$ cat config.mk
export PLATFORM = sky130hd
export DESIGN_NAME = mips32_imem
export DESIGN_NICKNAME = d
export VERILOG_FILES = /design/src/rtl/mips32_imem.sv
export SDC_FILE = /design/constraint.sdc
export NUM_CORES = 2
export LEC_CHECK = 0
export ABC_AREA = 1
export CAP_MARGIN = 20
export CORE_UTILIZATION = 55
export CTS_BUF_LIST = sky130_fd_sc_hd__clkbuf_2
export CTS_CLUSTER_DIAMETER = 50
export DETAILED_ROUTE_END_ITERATION = 10
export GPL_ROUTABILITY_DRIVEN = 0
export MAX_ROUTING_LAYER = met4
export PLACE_DENSITY = 0.8
export SLEW_MARGIN = 0
export SYNTH_ARGS = -nofsm -noshare
export SYNTH_HDL_FRONTEND = slang
export SYNTH_SLANG_ARGS = --single-unit
$ cat constraint.sdc
create_clock -name clock -period 3.7 [get_ports clock]
set_clock_uncertainty 0.15 [all_clocks]
set_input_delay 1.11 -clock clock [delete_from_list [all_inputs] [get_ports clock]]
set_output_delay 1.11 -clock clock [all_outputs]
set_load 0.05 [all_outputs]
$ cat src/rtl/mips32_imem.sv
// Instruction memory for the single-cycle MIPS32 core.
// Loaded over a valid/ready stream, then served combinationally.
module mips32_imem #(
    parameter int ADDR_WIDTH = 6,
    parameter int DATA_WIDTH = 32
) (
    input  logic                  clock,
    input  logic                  reset_n,
    input  logic [31:0]           raddr,
    output logic [DATA_WIDTH-1:0] instr,
    input  logic                  load_valid,
    input  logic [DATA_WIDTH-1:0] load_data,
    input  logic                  load_last,
    output logic                  load_ready,
    input  logic                  reload,
    output logic                  core_run,
    output logic [ADDR_WIDTH:0]   loaded_count,
    output logic                  load_error
);

    localparam int DEPTH = 2 ** ADDR_WIDTH;
    localparam logic [ADDR_WIDTH-1:0] LAST_PTR = ADDR_WIDTH'(DEPTH - 1);

    typedef enum logic [1:0] {
        IDLE,
        LOAD,
        RUN,
        ERROR
    } state_t;

    state_t                  state, state_n;
    logic [ADDR_WIDTH-1:0]   wptr, wptr_n;
    logic [ADDR_WIDTH:0]     count, count_n;
    logic [DATA_WIDTH-1:0]   mem [DEPTH];
    logic                    xfer;
    logic                    in_image;

    assign load_ready   = (state == IDLE) || (state == LOAD);
    assign core_run     = (state == RUN);
    assign load_error   = (state == ERROR);
    assign loaded_count = count;

    // reload wins over a same-cycle transfer
    assign xfer = load_valid & load_ready & ~reload;

    always_comb begin
        state_n = state;
        wptr_n  = wptr;
        count_n = count;
        unique case (state)
            IDLE, LOAD: begin
                if (reload) begin
                    state_n = IDLE;
                    wptr_n  = '0;
                    count_n = '0;
                end else if (xfer) begin
                    wptr_n  = wptr + 1'b1;
                    count_n = count + 1'b1;
                    if (load_last)
                        state_n = RUN;
                    else if (state == LOAD && wptr == LAST_PTR)
                        state_n = ERROR;
                    else
                        state_n = LOAD;
                end
            end
            RUN, ERROR: begin
                if (reload) begin
                    state_n = IDLE;
                    wptr_n  = '0;
                    count_n = '0;
                end
            end
            default: state_n = IDLE;
        endcase
    end

    always_ff @(posedge clock or negedge reset_n) begin
        if (!reset_n) begin
            state <= IDLE;
            wptr  <= '0;
            count <= '0;
        end else begin
            state <= state_n;
            wptr  <= wptr_n;
            count <= count_n;
        end
    end

    // array contents survive reset; validity comes from count
    always_ff @(posedge clock) begin
        if (xfer)
            mem[wptr] <= load_data;
    end

    assign in_image = (raddr < {{(32-ADDR_WIDTH-1){1'b0}}, count});

    always_comb begin
        instr = '0;
        if (state == RUN && in_image)
            instr = mem[raddr[ADDR_WIDTH-1:0]];
    end

endmodule

==> impl_metrics.env <==
export IMPL_outcome="finished with violations"
export IMPL_violations="negative setup slack"
export IMPL_p_total_mw=43.7
export IMPL_syn_num_nets=7882
export IMPL_yosysTopAreaCellShare_pct=70.6
export IMPL_rsz0062_at_grt="yes"
export IMPL_drv_cap=0
export IMPL_ys_top_cells_by_area="edfxtp_1 (71%), nand3_1 (9.8%), nand2_1 (8.8%), inv_1 (4.2%), or2_2 (1.6%)"
export IMPL_std_cell_rows=145
export IMPL_worst_pin_slew_ps=1240
export IMPL_synth_most_common_cell="edfxtp_1"
export IMPL_period_needed_ps=5330
export IMPL_cts_tree="done"
export IMPL_syn_inst=7805
export IMPL_firstDrtPassIters=7
export IMPL_htreeDepth=5
export IMPL_root_buffer="clkbuf_2"
export IMPL_grt_overflow_total=0
export IMPL_die_y_um=400
export IMPL_required_ps=2440
export IMPL_cts_sinks=2063
export IMPL_synth_area_um2=87200
export IMPL_instances_no_fill=11000
export IMPL_fmax_mhz=188
export IMPL_placed_cells=10100
export IMPL_dp_hpwl_mm=148
export IMPL_p_leak_nw=40.9
export IMPL_synth_seq_cells=2063
export IMPL_synth_top_flop_cell="edfxtp_1"
export IMPL_setup_violations=42
export IMPL_cts_buffers=494
export IMPL_synth_cell_type_count=30
export IMPL_grt_pass1_vias=63300
export IMPL_syn_area_per_cell_um2=11.2
export IMPL_cp_end_kind="output pin"
export IMPL_place_worst_setup_slack_ps=-937
export IMPL_setup_ws_ps=-1630
export IMPL_clk_pin_slew_worst_paths_ps=150
export IMPL_coreArea_um2=157000
export IMPL_wl_per_cell_um=22.9
export IMPL_nNetsFinal=8692
export IMPL_grt_antenna_before_repair=11
export IMPL_wl_mm=252
export IMPL_ys_top_cells_by_count="edfxtp_1 (2,048), nand2_1 (2,039), nand3_1 (1,709)"
export IMPL_area_growth_pct=16.6
export IMPL_vias=64300
export IMPL_die_area_um2=160000
export IMPL_cp_max_fo=7
export IMPL_grt_pass1_wl_mm=372
export IMPL_hold_class="input port to flip-flop"
export IMPL_hold_violations=0
export IMPL_drv_slew=0
export IMPL_initial_core_util_pct=55.6
export IMPL_fin_crit_sh_pct=144
export IMPL_yosysSeqAreaShare_pct=71.0
export IMPL_drc=0
export IMPL_cts_buffer_depth=4
export IMPL_yosys_warnings=0
export IMPL_max_vdd_ir_drop_v=0.000381
export IMPL_port_buffers=110
export IMPL_arrival_ps=4070
export IMPL_drt_iter0_markers=9308
export IMPL_async_reset_ff_share_pct=0.727
export IMPL_grt_start_max_net_pins=72
export IMPL_antenna_left=0
export IMPL_fill_cells=10900
export IMPL_max_slew_margin_pct=17.6
export IMPL_power_density_nw_per_um2=430
export IMPL_drive_gt1_share_pct=20.1
export IMPL_io_pins=111
export IMPL_startpoint_type="flip-flop"
export IMPL_synth_edf_count=2048
export IMPL_clk_latency_ps=1850
export IMPL_post_drt_via_cell_ratio=5.83
export IMPL_synth_largest_area_cell="edfxtp_1"
export IMPL_die_x_um=400
export IMPL_grtUsageTotal_pct=32.3
export IMPL_path_class="flip-flop to output pin"
power breakdown:
part	switching, mW	internal (mW)	total (mW)
clock network	8.85	5.55	14.4
logic	2.42	1.23	3.65
registers	0.0158	25.7	25.7
logic make-up (layout without fill, tap and decap cells):
family | after synthesis | in the layout | share of synthesized area (%)
simple gates | 4122 | 4122 | 20.9
fa+ha+maj | 8 | 8 | 0.115
mux | 1 | 1 | 0.0115
buf+inv | 1430 | 2595 | 6.68
other cells | 0 | 13 | 0
compound gates | 180 | 180 | 1.31
flops | 2063 | 2063 | 71.0
xor+xnor | 1 | 1 | 0.0101
sequential cells by signal (all words and copies together) (netlist names):
signal and flops:
wptr 6, mem 2048, loaded_count 7, state 2
cells in the final DEF (no fill, tap or decap), types with 4 or more instances in the layout:
| cell type | netlist | routed |
|---|---|---|
| clkinv_1 | 1 | 111 |
| buf_12 | 0 | 219 |
| inv_2 | 4 | 11 |
| clkinv_2 | 0 | 14 |
| bufinv_16 | 0 | 6 |
| ha_1 | 8 | 5 |
| diode_2 | 0 | 13 |
| dlygate4sd3_1 | 0 | 49 |
| buf_6 | 6 | 12 |
| dfrtp_1 | 15 | 14 |
| nand3_1 | 1709 | 1708 |
| o22ai_1 | 4 | 4 |
| nand2_1 | 2039 | 2007 |
| buf_2 | 180 | 32 |
| nor2_1 | 134 | 36 |
| edfxtp_1 | 2048 | 2048 |
| buf_8 | 0 | 7 |
| nand2_2 | 0 | 4 |
| clkdlybuf4s50_1 | 0 | 31 |
| nand4_1 | 4 | 4 |
| a21oi_1 | 47 | 45 |
| buf_4 | 48 | 413 |
| or2_2 | 229 | 229 |
| nand2_4 | 0 | 28 |
| nor2_4 | 0 | 98 |
| clkbuf_2 | 0 | 714 |
| o21ai_0 | 35 | 35 |
| o211ai_1 | 88 | 88 |
| inv_1 | 975 | 968 |
per-layer routing:
layer	global-route usage [%]	part of all wire [%]
met5	-	0
met4	19.1	6.2
met3	8.04	14
met2	49.3	46
met1	39.2	34
worst max-delay path, cell delays in order, from the launching register on:
cell and delay (ps):
dfrtp_1 430, inv_2 90, ha_4 200, a21o_1 160, a21oi_2 120, nand4_1 210, nor2_4 190, buf_12 180
buf_4 160, nand2_4 50, nor2_4 230, buf_12 180
final timing paths:
kind                                  from  cells after the start  slack, ps         endpoint
max                        loaded_count[5]                     11      -1630         instr[5]
min                          load_data[24]                      2        110      mem[55][24]
max reg2reg                       state[0]                      8       1070         state[1]
min reg2reg                loaded_count[0]                      1        430  loaded_count[0]
max in group asynchronous          reset_n                      4       1690  loaded_count[0]
min in group asynchronous          reset_n                      3        450          wptr[1]
what timing repair did:
action | in CTS | in global routing
cloned | 0 | 1
hold endpoints to repair | 2065 | 0
pin swaps | 6 | 31
buffers inserted | 5 | 6
resized for setup | 94 | 15
setup endpoints to repair | 42 | 42
hold buffers | 49 | 0
metrics by stage:
step	util [%]	cell area [um2]	hold WS [ps]	TNS [ps]
floorplan	-	87800	404	-286190
global placement	61.6	96600	400	-24340
detailed placement	61.6	96600	406	-25470
CTS	64.7	101000	14.6	-51760
global route	64.8	102000	39.6	-55290
finish	64.8	102000	112	-49830
layout make-up:
| cell class | count | area (um2) | area share (%) |
|---|---|---|---|
| clock inverter | 137 | 702 | 0.691 |
| antenna | 13 | 32.5 | 0.0320 |
| clock buffer | 714 | 3570 | 3.52 |
| inverter | 980 | 3710 | 3.65 |
| timing repair buffer | 764 | 8710 | 8.57 |
| tap | 2058 | 2570 | 2.53 |
| sequential | 2063 | 61900 | 60.9 |
| multi-input combinational | 4312 | 20500 | 20.1 |
Power figures use the tool's default switching activity.
